`config.mk`:
```
export PLATFORM = sky130hd
export DESIGN_NAME = ls299
export DESIGN_NICKNAME = d
export VERILOG_FILES = /design/src/rtl/ls299.sv
export SDC_FILE = /design/constraint.sdc
export NUM_CORES = 1
export LEC_CHECK = 0
export ABC_AREA = 1
export BUFFER_PORTS_ARGS = -buffer_cell sky130_fd_sc_hd__buf_4
export CAP_MARGIN = 20
export CORE_MARGIN = 2
export CORE_UTILIZATION = 35
export DETAILED_ROUTE_END_ITERATION = 8
export PLACE_DENSITY = 0.61
export RECOVER_POWER = 100
export SYNTH_ARGS = -nofsm -noshare
export SYNTH_HDL_FRONTEND = slang
export SYNTH_SLANG_ARGS = --single-unit
export TNS_END_PERCENT = 5
```
`constraint.sdc`:
```
create_clock -name clk -period 2.4 [get_ports clk]
set_input_delay 0.12 -clock clk [delete_from_list [all_inputs] [get_ports clk]]
set_output_delay 0.12 -clock clk [all_outputs]
set_load 0.005 [all_outputs]
```
`src/rtl/ls299.sv`:
```
// 74LS299 8-bit universal shift/storage register, modelled in the system clock domain.
// The chip clock pin is sampled on clk, and a rising edge triggers the selected mode action.
module ls299 (
  input  logic       clk,
  input  logic       reset_n,
  input  logic       cp,
  input  logic       mr_n,
  input  logic       s0,
  input  logic       s1,
  input  logic       oe1_n,
  input  logic       oe2_n,
  input  logic       ds0,
  input  logic       ds7,
  input  logic [7:0] io_in,
  output logic [7:0] io_out,
  output logic       io_oe,
  output logic       q0s,
  output logic       q7s
);

  typedef enum logic [1:0] {
    MODE_HOLD = 2'b00,
    MODE_SHR  = 2'b01,
    MODE_SHL  = 2'b10,
    MODE_LOAD = 2'b11
  } mode_e;

  logic [7:0] r_q;
  logic       r_cp_prev;
  logic       w_cp_rise;
  mode_e      w_mode;

  assign w_mode    = mode_e'({s1, s0});
  assign w_cp_rise = cp & ~r_cp_prev;

  // cp_prev resets high so that a cp held high across reset release is not an edge.
  always_ff @(posedge clk or negedge reset_n) begin
    if (!reset_n) begin
      r_q       <= '0;
      r_cp_prev <= 1'b1;
    end else begin
      r_cp_prev <= cp;
      if (!mr_n) begin
        r_q <= '0;
      end else if (w_cp_rise) begin
        case (w_mode)
          MODE_SHR:  r_q <= {r_q[6:0], ds0};
          MODE_SHL:  r_q <= {ds7, r_q[7:1]};
          MODE_LOAD: r_q <= io_in;
          default:   r_q <= r_q;
        endcase
      end
    end
  end

  assign io_out = r_q;
  assign q0s    = r_q[0];
  assign q7s    = r_q[7];
  // Mode 11 always releases the pins so they can be loaded.
  assign io_oe  = ~oe1_n & ~oe2_n & ~(s0 & s1);

endmodule

```
# After elaboration in Yosys (flattened, before gate mapping)
# Index checks and enable logic that the tools add are counted.
[classes]
n_eq_ne = 5
n_mux = 3
n_bitwise = 8
n_reduce_logical = 1
[ops]
columns = ["operator", "count"]
rows = [
  ["one-hot mux 8 bit (3 select lines)", 1],
  ["two-way mux 8 bit", 2],
  ["AND 1 bit", 4],
  ["equality test 2 bit, second input constant", 2],
  ["!= test 4 x 1 -> 1 bit, second input constant", 1],
  ["inverter 1 bit", 4],
  ["equality test 2 x 1 -> 1 bit, second input constant", 1],
  ["!= test 2 x 1 -> 1 bit, second input constant", 1],
  ["AND reduction 2 bit", 1],
]
[totals]
regBits = 9
output_inout_bits = 11
wordCells = 19

# Logic depth before layout (Yosys ltp)
# Gate-level depths: netlist of the first run.
[depth]
word_depth = 4
ltp_mapped = 7
ltp_nobuf = 6

# Worst setup path before layout of the first run
# No wires, ideal clock.
[synth_timing]
path_kind = "register to register"
from = "reg r_cp_prev"
to = "reg r_q[0], in the netlist io_out[0]"
setup_ps = 117
arrival_ps = 799
required_time_ps = 2283
slack_ps = 1484
path_stages_with_launch = 6
period_less_slack_ps = 916
cell_sequence = "dfstp_2 nor2_1 nand2_4 nor2_8 nand2_1 nand2_1"
[synth_between]
elab_chain_cells = 4
[synth_lines]
columns = ["item", "line", "text"]
rows = [
  ["from (decl)", "29", "logic r_cp_prev;"],
  ["from (signal assigned)", "42", "r_cp_prev <= cp;"],
  ["inverter 1 bit", "34", "assign w_cp_rise = cp & ~r_cp_prev;"],
  ["AND 1 bit", "34", ""],
  ["!= test 2 x 1 -> 1 bit (no source line)", "-", ""],
  ["AND reduction 2 bit (no source line)", "-", ""],
  ["to (signal assigned)", "47", "MODE_SHR: r_q <= {r_q[6:0], ds0};"],
  ["to (signal assigned)", "48", "MODE_SHL: r_q <= {ds7, r_q[7:1]};"],
  ["to (signal assigned)", "49", "MODE_LOAD: r_q <= io_in;"],
  ["to (decl)", "28", "logic [7:0] r_q;"],
]
# Every way passes these cells.
# A chain may end at the register's enable or synchronous reset.

# Worst setup path after layout of the first run
[layout_timing]
from = "in s1"
to = "reg r_q[6], in the netlist io_out[6]"
[layout_between]
elab_chain_cells = 4
elab_cells_between_ends = 8
[layout_lines]
columns = ["item", "line", "text"]
rows = [
  ["from (decl)", "9", "input logic s1,"],
  ["equality test 2 bit or equality test 2 x 1 -> 1 bit (tied branches)", "46", "case (w_mode)"],
  ["one-hot mux 8 bit (3 select lines)", "46", ""],
  ["two-way mux 8 bit", "45", "end else if (w_cp_rise) begin"],
  ["two-way mux 8 bit", "43", "if (!mr_n) begin"],
]
# Several ways; a longest one is shown, not always the timed one. The select of a mux whose other input is x is not followed.

==> impl_metrics.py, run 1 <==
metrics = {
    "placement": {
        "hpwl_microns": 1150,
        "dpl.cell_count": 121,
        "io_buffer_count": 28,
        "gp_congestion": 0.821,
        "pre_cts_slack_ns": 1.41,
    },
    "synthesis": {
        "synth.distinct_cells": 14,
        "synth.yosys.warnings": 0,
        "seq_area_frac_synth": 0.372,
        "ys_ff_latch": 9,
        "syn_nets": 100,
        "syn_avg_cell_area_sq_um": 7.42,
        "synth_area_sq_um": 608,
        "netlist_instances": 82,
    },
    "clock_tree": {
        "root_buffer": "clkbuf_4",
        "htree_levels": 1,
        "cts_tree": "built",
        "clk_pin_slew_ns": 0.07,
        "hold_buffers": 2,
        "cts_resized": 0,
        "postCtsSetupRepairBufs": 0,
        "clkLatencyLatePin_ns": 0.27,
        "cts_buffers": 3,
        "clock_path_buffers": 2,
        "clock_sinks": 9,
    },
    "detailed_routing": {
        "detail_route.iter0.violations": 25,
        "vias": 639,
        "wl_per_cell_microns": 12.4,
        "drcViolationCount": 0,
        "dr.pass1.iters": 5,
        "wl_microns": 1580,
        "viasPerCell": 5.03,
        "ant_nets": 0,
    },
    "sta": {
        "rsz0062_at_grt": "no",
        "fin_crit_sh": 0.625,
        "worst_slack_ns": 0.900,
        "final_max_slew_viol_count": 0,
        "tns_ns": 0,
        "finClkSkew_ns": 0.00612,
        "tightest_slew_ns": 0.772,
        "finalHoldViolations": 0,
        "fmax_mhz": 667,
        "relSlewSlack": 0.486,
        "min_period_ns": 1.50,
        "whs_ns": 0.154,
        "final-setup-viol-count": 0,
    },
    "die": {
        "die_x_microns": 45.7,
        "core-area_sq_um": 1670,
        "initial_utilization": 0.364,
        "dieArea_sq_um": 2090,
        "die_h_microns": 45.7,
        "io_pins": 29,
        "rows": 15,
    },
    "finish": {
        "antenna_cells": 0,
        "layout.cells.non_filler": 127,
        "fillers": 179,
        "multiInputGateArea_sq_um": 274,
        "fin_nets": 129,
        "area_growth_pct": 31.3,
        "seqCellArea_sq_um": 226,
        "drive_above_1_share": 0.300,
    },
    "setup_path": {
        "ff2ff_path_depth": 5,
        "reg2reg_slack_ns": 1.08,
        "r2r-end": "io_out[6]",
        "cp_max_fo": 17,
        "arrival_ns": 1.71,
        "worstSetupEndpointType": "flip-flop",
        "crit_required_ns": 2.61,
        "r2r_start": "r_cp_prev",
        "crit_type": "in -> reg",
        "cp-start-kind": "primary input",
    },
    "pwr": {
        "intPower_mw": 0.251,
        "p_per_area_nw_per_um2": 441,
        "power.switching_mw": 0.101,
        "pwr-share-comb": 0.189,
        "netSwitchingFraction": 0.287,
        "seqPwrFrac": 0.455,
        "irDropWorstVdd_mv": 0.292,
        "leakagePower_nw": 0.441,
        "power_frac_clock": 0.356,
    },
    "status": {
        "status": "finished, final reports clean",
    },
    "min_path": {
        "holdPathEnd": "io_out[5]",
        "holdCritStartpoint": "mr_n",
        "worstHoldPathCells": 3,
        "hold_path_class": "in -> reg",
    },
    "global_routing": {
        "grt_pass1_wl_microns": 2360,
        "grt.total_usage": 0.161,
        "grt_pass1_vias": 533,
        "grt_max_degree": 18,
        "grt.overflow.total": 0,
        "antenna_found_initial": 0,
    },
    "run": {
        "drv_cap": 0,
    },
}
==> area by class of cell <==
| class | instances | area share |
|---|---|---|
| clock buffer | 3 | 0.0282 |
| tap | 17 | 0.0266 |
| clock inverter | 1 | 0.00627 |
| timing repair buffer | 30 | 0.279 |
| sequential | 9 | 0.284 |
| inverter | 5 | 0.0329 |
| multi-input combinational | 62 | 0.343 |
==> flip-flops by register name (all words and copies together) (netlist names) <==
name / flops
r_cp_prev: 1
io_out: 8
==> worst max-delay path, cell delays in order <==
cell      delay [ns]
clkbuf_1        0.57
inv_6           0.10
nand2_1         0.11
nand2_1         0.19
nor2_1          0.42
nand2_1         0.11
nand2_1         0.08
==> per-layer routing <==
metal	track usage	wire, microns	part of all wire
met5	0	0	0
met4	0.0882	23	0.015
met3	0.0119	72	0.046
met1	0.238	775	0.49
met2	0.231	709	0.45
==> through the flow <==
step	instance area (sq um)	power (mW)	util
2_1_floorplan	608	0.202	-
3_3_place_gp	790	0.234	0.473
3_5_place_dp	790	0.234	0.473
4_1_cts	837	0.363	0.501
5_1_grt	798	0.366	0.478
6_report	798	0.352	0.478
==> power groups by stage <==
stage	logic [mW]	clock network, mW	registers (mW)
2_1_floorplan	0.0398	0	0.162
3_3_place_gp	0.0714	0	0.163
3_5_place_dp	0.0714	0	0.163
4_1_cts	0.0745	0.128	0.160
5_1_grt	0.0736	0.132	0.160
6_report	0.0665	0.125	0.160
==> synthesized netlist by cell type <==
cell type  instances  area, sq um
nand3_1           32          160
inv_6              1         8.76
dfstp_2            1         26.3
inv_1              3         11.3
buf_6              2         22.5
o21ai_0            1         5.00
clkbuf_2           1         5.00
nor2_8             1         20.0
inv_4              1         6.26
nand2_1           24         90.1
nor2_1             2         7.51
buf_4              3         22.5
dfrtp_1            8          200
nand2_4            2         22.5
==> cells in the final DEF (no fill, tap or decap) <==
cell type       n
dfrtp_1         8
nand2_1        26
clkbuf_1        2
nand3_1        32
buf_4          15
clkbuf_4       14
dfstp_2         1
o21ai_0         1
nor2_1          3
clkinv_2        1
inv_4           1
dlygate4sd3_1   2
inv_6           1
inv_1           3
==> worst max-delay path by stage <==
stage,from,end,cells past startpoint
finish,s1,io_out[6],7
global route,s1,io_out[0],7
CTS,cp,io_out[6],8
detailed placement,r_cp_prev,io_out[1],5
global placement,r_cp_prev,io_out[7],5
floorplan,r_cp_prev,io_out[0],5
==> cells by family after synthesis <==
| kind of cell | Yosys count | share of synthesized area |
|---|---|---|
| simple gates | 61 | 0.494 |
| flops | 9 | 0.372 |
| buf+inv | 11 | 0.126 |
| compound gates | 1 | 0.00822 |
(Power assumes the default switching activity.)
==> run 2: changes to the inputs <==
==> constraint.sdc (replaced) <==
create_clock -name clk -period 1.4 [get_ports clk]
set_input_delay 0.07 -clock clk [delete_from_list [all_inputs] [get_ports clk]]
set_output_delay 0.07 -clock clk [all_outputs]
set_load 0.005 [all_outputs]
==> run 2 against run 1 <==
- register-to-register slack got worse by 0.70 ns
- highest routed layer is now met3
- final cell count stayed put
- critical endpoint is now io_out[7]
- clock skew rose by 0.0022 ns
- sequential share of layout area fell by 1.1 points
==> impl_metrics.py, run 2 (synthesis results as in run 1) <==
metrics = {
    "die": {
        "rows": 15,
        "dieArea_sq_um": 2090,
        "die_x_microns": 45.7,
        "initial_utilization": 0.364,
        "io_pins": 29,
        "core-area_sq_um": 1670,
        "die_h_microns": 45.7,
    },
    "setup_path": {
        "crit_type": "in -> reg",
        "arrival_ns": 1.33,
        "cp-start-kind": "primary input",
        "worstSetupEndpointType": "flip-flop",
        "cp_max_fo": 9,
        "crit_required_ns": 1.60,
    },
    "global_routing": {
        "antenna_found_initial": 0,
        "grt.total_usage": 0.162,
        "grt_max_degree": 18,
        "grt.overflow.total": 0,
        "grt_pass1_wl_microns": 2370,
        "grt_pass1_vias": 540,
    },
    "sta": {
        "tightest_slew_ns": 0.514,
        "rsz0062_at_grt": "no",
        "worst_slack_ns": 0.269,
        "fin_crit_sh": 0.808,
        "tns_ns": 0,
        "finalHoldViolations": 0,
        "finClkSkew_ns": 0.00831,
        "min_period_ns": 1.13,
        "final_max_slew_viol_count": 0,
        "relSlewSlack": 0.658,
        "whs_ns": 0.118,
        "fmax_mhz": 884,
        "final-setup-viol-count": 0,
    },
    "detailed_routing": {
        "wl_microns": 1520,
        "dr.pass1.iters": 6,
        "detail_route.iter0.violations": 9,
        "ant_nets": 0,
        "vias": 633,
        "drcViolationCount": 0,
        "viasPerCell": 4.98,
        "wl_per_cell_microns": 12.0,
    },
    "clock_tree": {
        "cts_buffers": 3,
        "clk_pin_slew_ns": 0.07,
        "clock_sinks": 9,
        "clkLatencyLatePin_ns": 0.26,
        "cts_tree": "built",
        "cts_resized": 0,
        "root_buffer": "clkbuf_4",
        "postCtsSetupRepairBufs": 0,
        "clock_path_buffers": 2,
        "htree_levels": 1,
    },
    "finish": {
        "antenna_cells": 0,
        "final_cell_mix": "nand3_1, nand2_1, buf_4, clkbuf_4, dfrtp_1",
        "largest_reg_flops": 8,
        "seqCellArea_sq_um": 226,
        "multiInputGateArea_sq_um": 305,
        "final_common_cell": "nand3_1",
        "post-route-util": 0.497,
        "fin_nets": 129,
        "area_growth_pct": 36.6,
        "drive_above_1_share": 0.336,
        "fillers": 175,
    },
    "placement": {
        "io_buffer_count": 28,
        "gp_congestion": 0.821,
        "hpwl_microns": 1170,
        "pre_cts_slack_ns": 0.400,
    },
    "pwr": {
        "irDropWorstVdd_mv": 0.428,
        "finalPower_mw": 0.599,
        "leakagePower_nw": 0.467,
        "p_per_area_nw_per_um2": 721,
    },
    "status": {
        "status": "finished, final reports clean",
    },
    "run": {
        "drv_cap": 0,
    },
    "min_path": {
        "hold_path_class": "in -> reg",
    },
}
[run 2: repair_timing]
| item | in CTS | in global routing |
|---|---|---|
| hold buffers | 2 | 0 |
| endpoints found under the setup margin | 0 | 0 |
| hold endpoints to repair | 10 | 0 |
[run 2: per-layer routing]
| layer | GRT usage | routed length (microns) | vias up |
|---|---|---|---|
| met5 | 0 | 0 | - |
| li1 | - | - | 332 |
| met3 | 0.0238 | 60 | 0 |
| met2 | 0.239 | 692 | 19 |
| met4 | 0.0706 | 0 | 0 |
| met1 | 0.233 | 765 | 282 |
[run 2: final timing paths]
check,start,to,slack [ns],cells past startpoint
setup / recovery,cp,io_out[7],0.27,8
hold / removal,mr_n,io_out[2],0.12,3
setup reg to reg,r_cp_prev,io_out[7],0.38,5
hold reg to reg,io_out[0],io_out[0],0.58,2
max in group asynchronous,reset_n,r_cp_prev,0.76,2
min in group asynchronous,reset_n,io_out[3],0.28,2
[run 2: per-stage QoR]
stage,std cells,area (sq um)
floorplan,82,608
global placement,121,790
detailed placement,121,790
CTS,127,837
global route,127,831
finish,127,831
[run 2: cell type report]
type / count / area share
Clock buffer: 3 / 0.0271
Clock inverter: 1 / 0.00602
Inverter: 5 / 0.0316
Multi-Input combinational cell: 62 / 0.367
Sequential cell: 9 / 0.273
Tap cell: 17 / 0.0256
Timing Repair Buffer: 30 / 0.270
[run 2: critical path: stages]
cell and delay, ns:
dlygate4sd3_1 0.52, clkbuf_4 0.13, inv_1 0.03, nor2_1 0.15
nand2_4 0.13, nor2_8 0.15, nand2_1 0.07, nand2_1 0.06
[run 2: power breakdown]
group,internal (mW),total (mW),switching (mW)
clock,0.105,0.201,0.0958
combinational,0.0591,0.123,0.0641
sequential,0.268,0.275,0.00694
==> run 3: changes to the inputs <==
--- a/config.mk
+++ b/config.mk
@@ -11,7 +11,7 @@
 export CORE_MARGIN = 2
 export CORE_UTILIZATION = 35
 export DETAILED_ROUTE_END_ITERATION = 8
-export PLACE_DENSITY = 0.61
+export PLACE_DENSITY = 0.64
 export RECOVER_POWER = 100
 export SYNTH_ARGS = -nofsm -noshare
 export SYNTH_HDL_FRONTEND = slang
==> constraint.sdc (replaced) <==
create_clock -name clk -period 0.9 [get_ports clk]
set_input_delay 0.045 -clock clk [delete_from_list [all_inputs] [get_ports clk]]
set_output_delay 0.045 -clock clk [all_outputs]
set_load 0.005 [all_outputs]
==> run 3 against run 2 <==
- the run now ends with setup timing left
- register-to-register slack worse by 0.46 ns
- non-clock buffer count is 1 higher
- core utilization is 1.8 points higher
- via count is 6.5% higher
- final cell count is 1.6% higher
- clock-buffer cell count is 1 higher
- power is 59% higher
- routed wire length is 5.5% higher
- clock skew is 0.0058 ns lower
- clock power is 56% higher
- sequential share of layout area is 0.95 points lower
- first-iteration DRC count is 22% higher
==> impl_metrics.py, run 3 (synthesis results as in run 1) <==
metrics = {
    "pwr": {
        "irDropWorstVdd_mv": 0.655,
        "p_per_area_nw_per_um2": 1100,
        "leakagePower_nw": 0.479,
        "finalPower_mw": 0.951,
    },
    "finish": {
        "design_area_sq_um": 861,
        "fillers": 166,
        "antenna_cells": 0,
        "area_growth_pct": 41.6,
        "fin_nets": 131,
        "drive_above_1_share": 0.375,
        "final_common_cell": "nand3_1",
        "largest_reg_flops": 8,
        "final_cell_mix": "nand3_1, buf_4, nand2_1, dfrtp_1, clkbuf_4",
    },
    "detailed_routing": {
        "ant_nets": 0,
        "detail_route.iter0.violations": 11,
        "wl_per_cell_microns": 12.4,
        "routed.top_layer": "met3",
        "dr.pass1.iters": 4,
        "viasPerCell": 5.22,
        "drcViolationCount": 0,
        "met2_length_microns": 789,
        "wl_met3_microns": 79,
        "vias": 674,
        "wl_microns": 1600,
        "wl_met1_microns": 732,
    },
    "global_routing": {
        "grt.total_usage": 0.164,
        "antenna_found_initial": 0,
        "grt_max_degree": 11,
        "grt_pass1_wl_microns": 2470,
        "grt_pass1_vias": 564,
        "grt.overflow.total": 0,
    },
    "setup_path": {
        "crit_type": "reg -> reg",
        "critPathTopFamily": "flip-flops",
        "cp_num_cells": 5,
        "critPathMostFrequentCell": "nand2_1",
        "crit_buf_inv": 0,
        "cpPeakStageDelay_ns": 0.54,
        "cpMaxStageDelayCell": "dfstp_2",
        "cp_max_fo": 8,
        "worstSetupEndpointType": "flip-flop",
        "crit_required_ns": 1.05,
        "crit_path_cell_trace": "nor2_4 > nand2_4 > nor2_8 > nand2_1 > nand2_1",
        "ff2ff_path_depth": 5,
        "cp-start-kind": "flip-flop",
        "arrival_ns": 1.13,
    },
    "clock_tree": {
        "clock_path_buffers": 2,
        "clkLatencyLatePin_ns": 0.26,
        "clk_pin_slew_ns": 0.06,
        "htree_levels": 1,
        "root_buffer": "clkbuf_4",
        "cts_tree": "built",
        "clock_sinks": 9,
        "cts_buffers": 3,
    },
    "sta": {
        "final-setup-viol-count": 8,
        "tns_ns": -0.530,
        "finalHoldViolations": 0,
        "fin_crit_sh": 1.08,
        "min_period_ns": 0.975,
        "finClkSkew_ns": 0.00246,
        "relSlewSlack": 0.669,
        "worst_slack_ns": -0.0753,
        "rsz0062_at_grt": "yes",
        "fmax_mhz": 1030,
        "whs_ns": 0.0930,
        "tightest_slew_ns": 0.497,
        "final_max_slew_viol_count": 0,
    },
    "status": {
        "violations": "setup timing",
        "status": "finished, violations left",
    },
    "min_path": {
        "worstHoldPathCells": 3,
        "hold_path_class": "in -> reg",
    },
    "placement": {
        "pre_cts_slack_ns": -0.0922,
        "gp_congestion": 0.781,
        "hpwl_microns": 1160,
        "io_buffer_count": 28,
        "placed_cell_area_sq_um": 797,
    },
    "die": {
        "dieArea_sq_um": 2090,
        "initial_utilization": 0.364,
        "die_x_microns": 45.7,
        "io_pins": 29,
        "die_h_microns": 45.7,
        "core-area_sq_um": 1670,
        "rows": 15,
    },
    "run": {
        "drv_cap": 0,
    },
}
==> run 3: cell type report <==
type	count	area [sq um]	share of cell area
Clock buffer	4	26.3	0.0305
Sequential cell	9	226	0.263
Timing Repair Buffer	31	234	0.272
Multi-Input combinational cell	63	327	0.379
Tap cell	17	21.3	0.0247
Inverter	5	26.3	0.0305
==> run 3: worst paths after layout <==
| path | from | endpoint | slack [ns] |
|---|---|---|---|
| setup / recovery | r_cp_prev | io_out[0] | -0.08 |
| hold / removal | mr_n | io_out[0] | 0.09 |
| setup reg to reg | r_cp_prev | io_out[0] | -0.08 |
| hold reg to reg | io_out[7] | io_out[7] | 0.57 |
| max in group asynchronous | reset_n | r_cp_prev | 0.29 |
| min in group asynchronous | reset_n | io_out[2] | 0.25 |
==> run 3: power by group <==
| group | leakage (nW) | switching [mW] | internal (mW) |
|---|---|---|---|
| logic | 0.342 | 0.107 | 0.101 |
| clock network | 0.0150 | 0.143 | 0.171 |
| registers | 0.121 | 0.0114 | 0.417 |
==> run 3: what timing repair did <==
action | 4_1_cts | 5_1_grt
setup endpoints to repair | 8 | 9
hold buffers | 2 | 0
pin swaps | 0 | 3
buffers inserted | 0 | 0
gates resized for setup | 1 | 4
hold endpoints to repair | 10 | 0
gates cloned | 0 | 1
==> run 3: worst min-delay path, delay by kind of cell <==
family                 cells  cell delay (ns)
buffers and inverters      1             0.13
AND/OR/NAND/NOR            2             0.14
==> run 3: metal layers <==
layer,track usage,vias up
met5,0,-
met4,0.0706,0
met3,0.0119,0
met2,0.268,26
met1,0.222,316
li1,-,332
==> run 3: stage by stage <==
stage / utilization / cells
floorplan: - / 82
finish: 0.515 / 129
global route: 0.515 / 129
global placement: 0.477 / 122
CTS: 0.506 / 128
detailed placement: 0.477 / 122
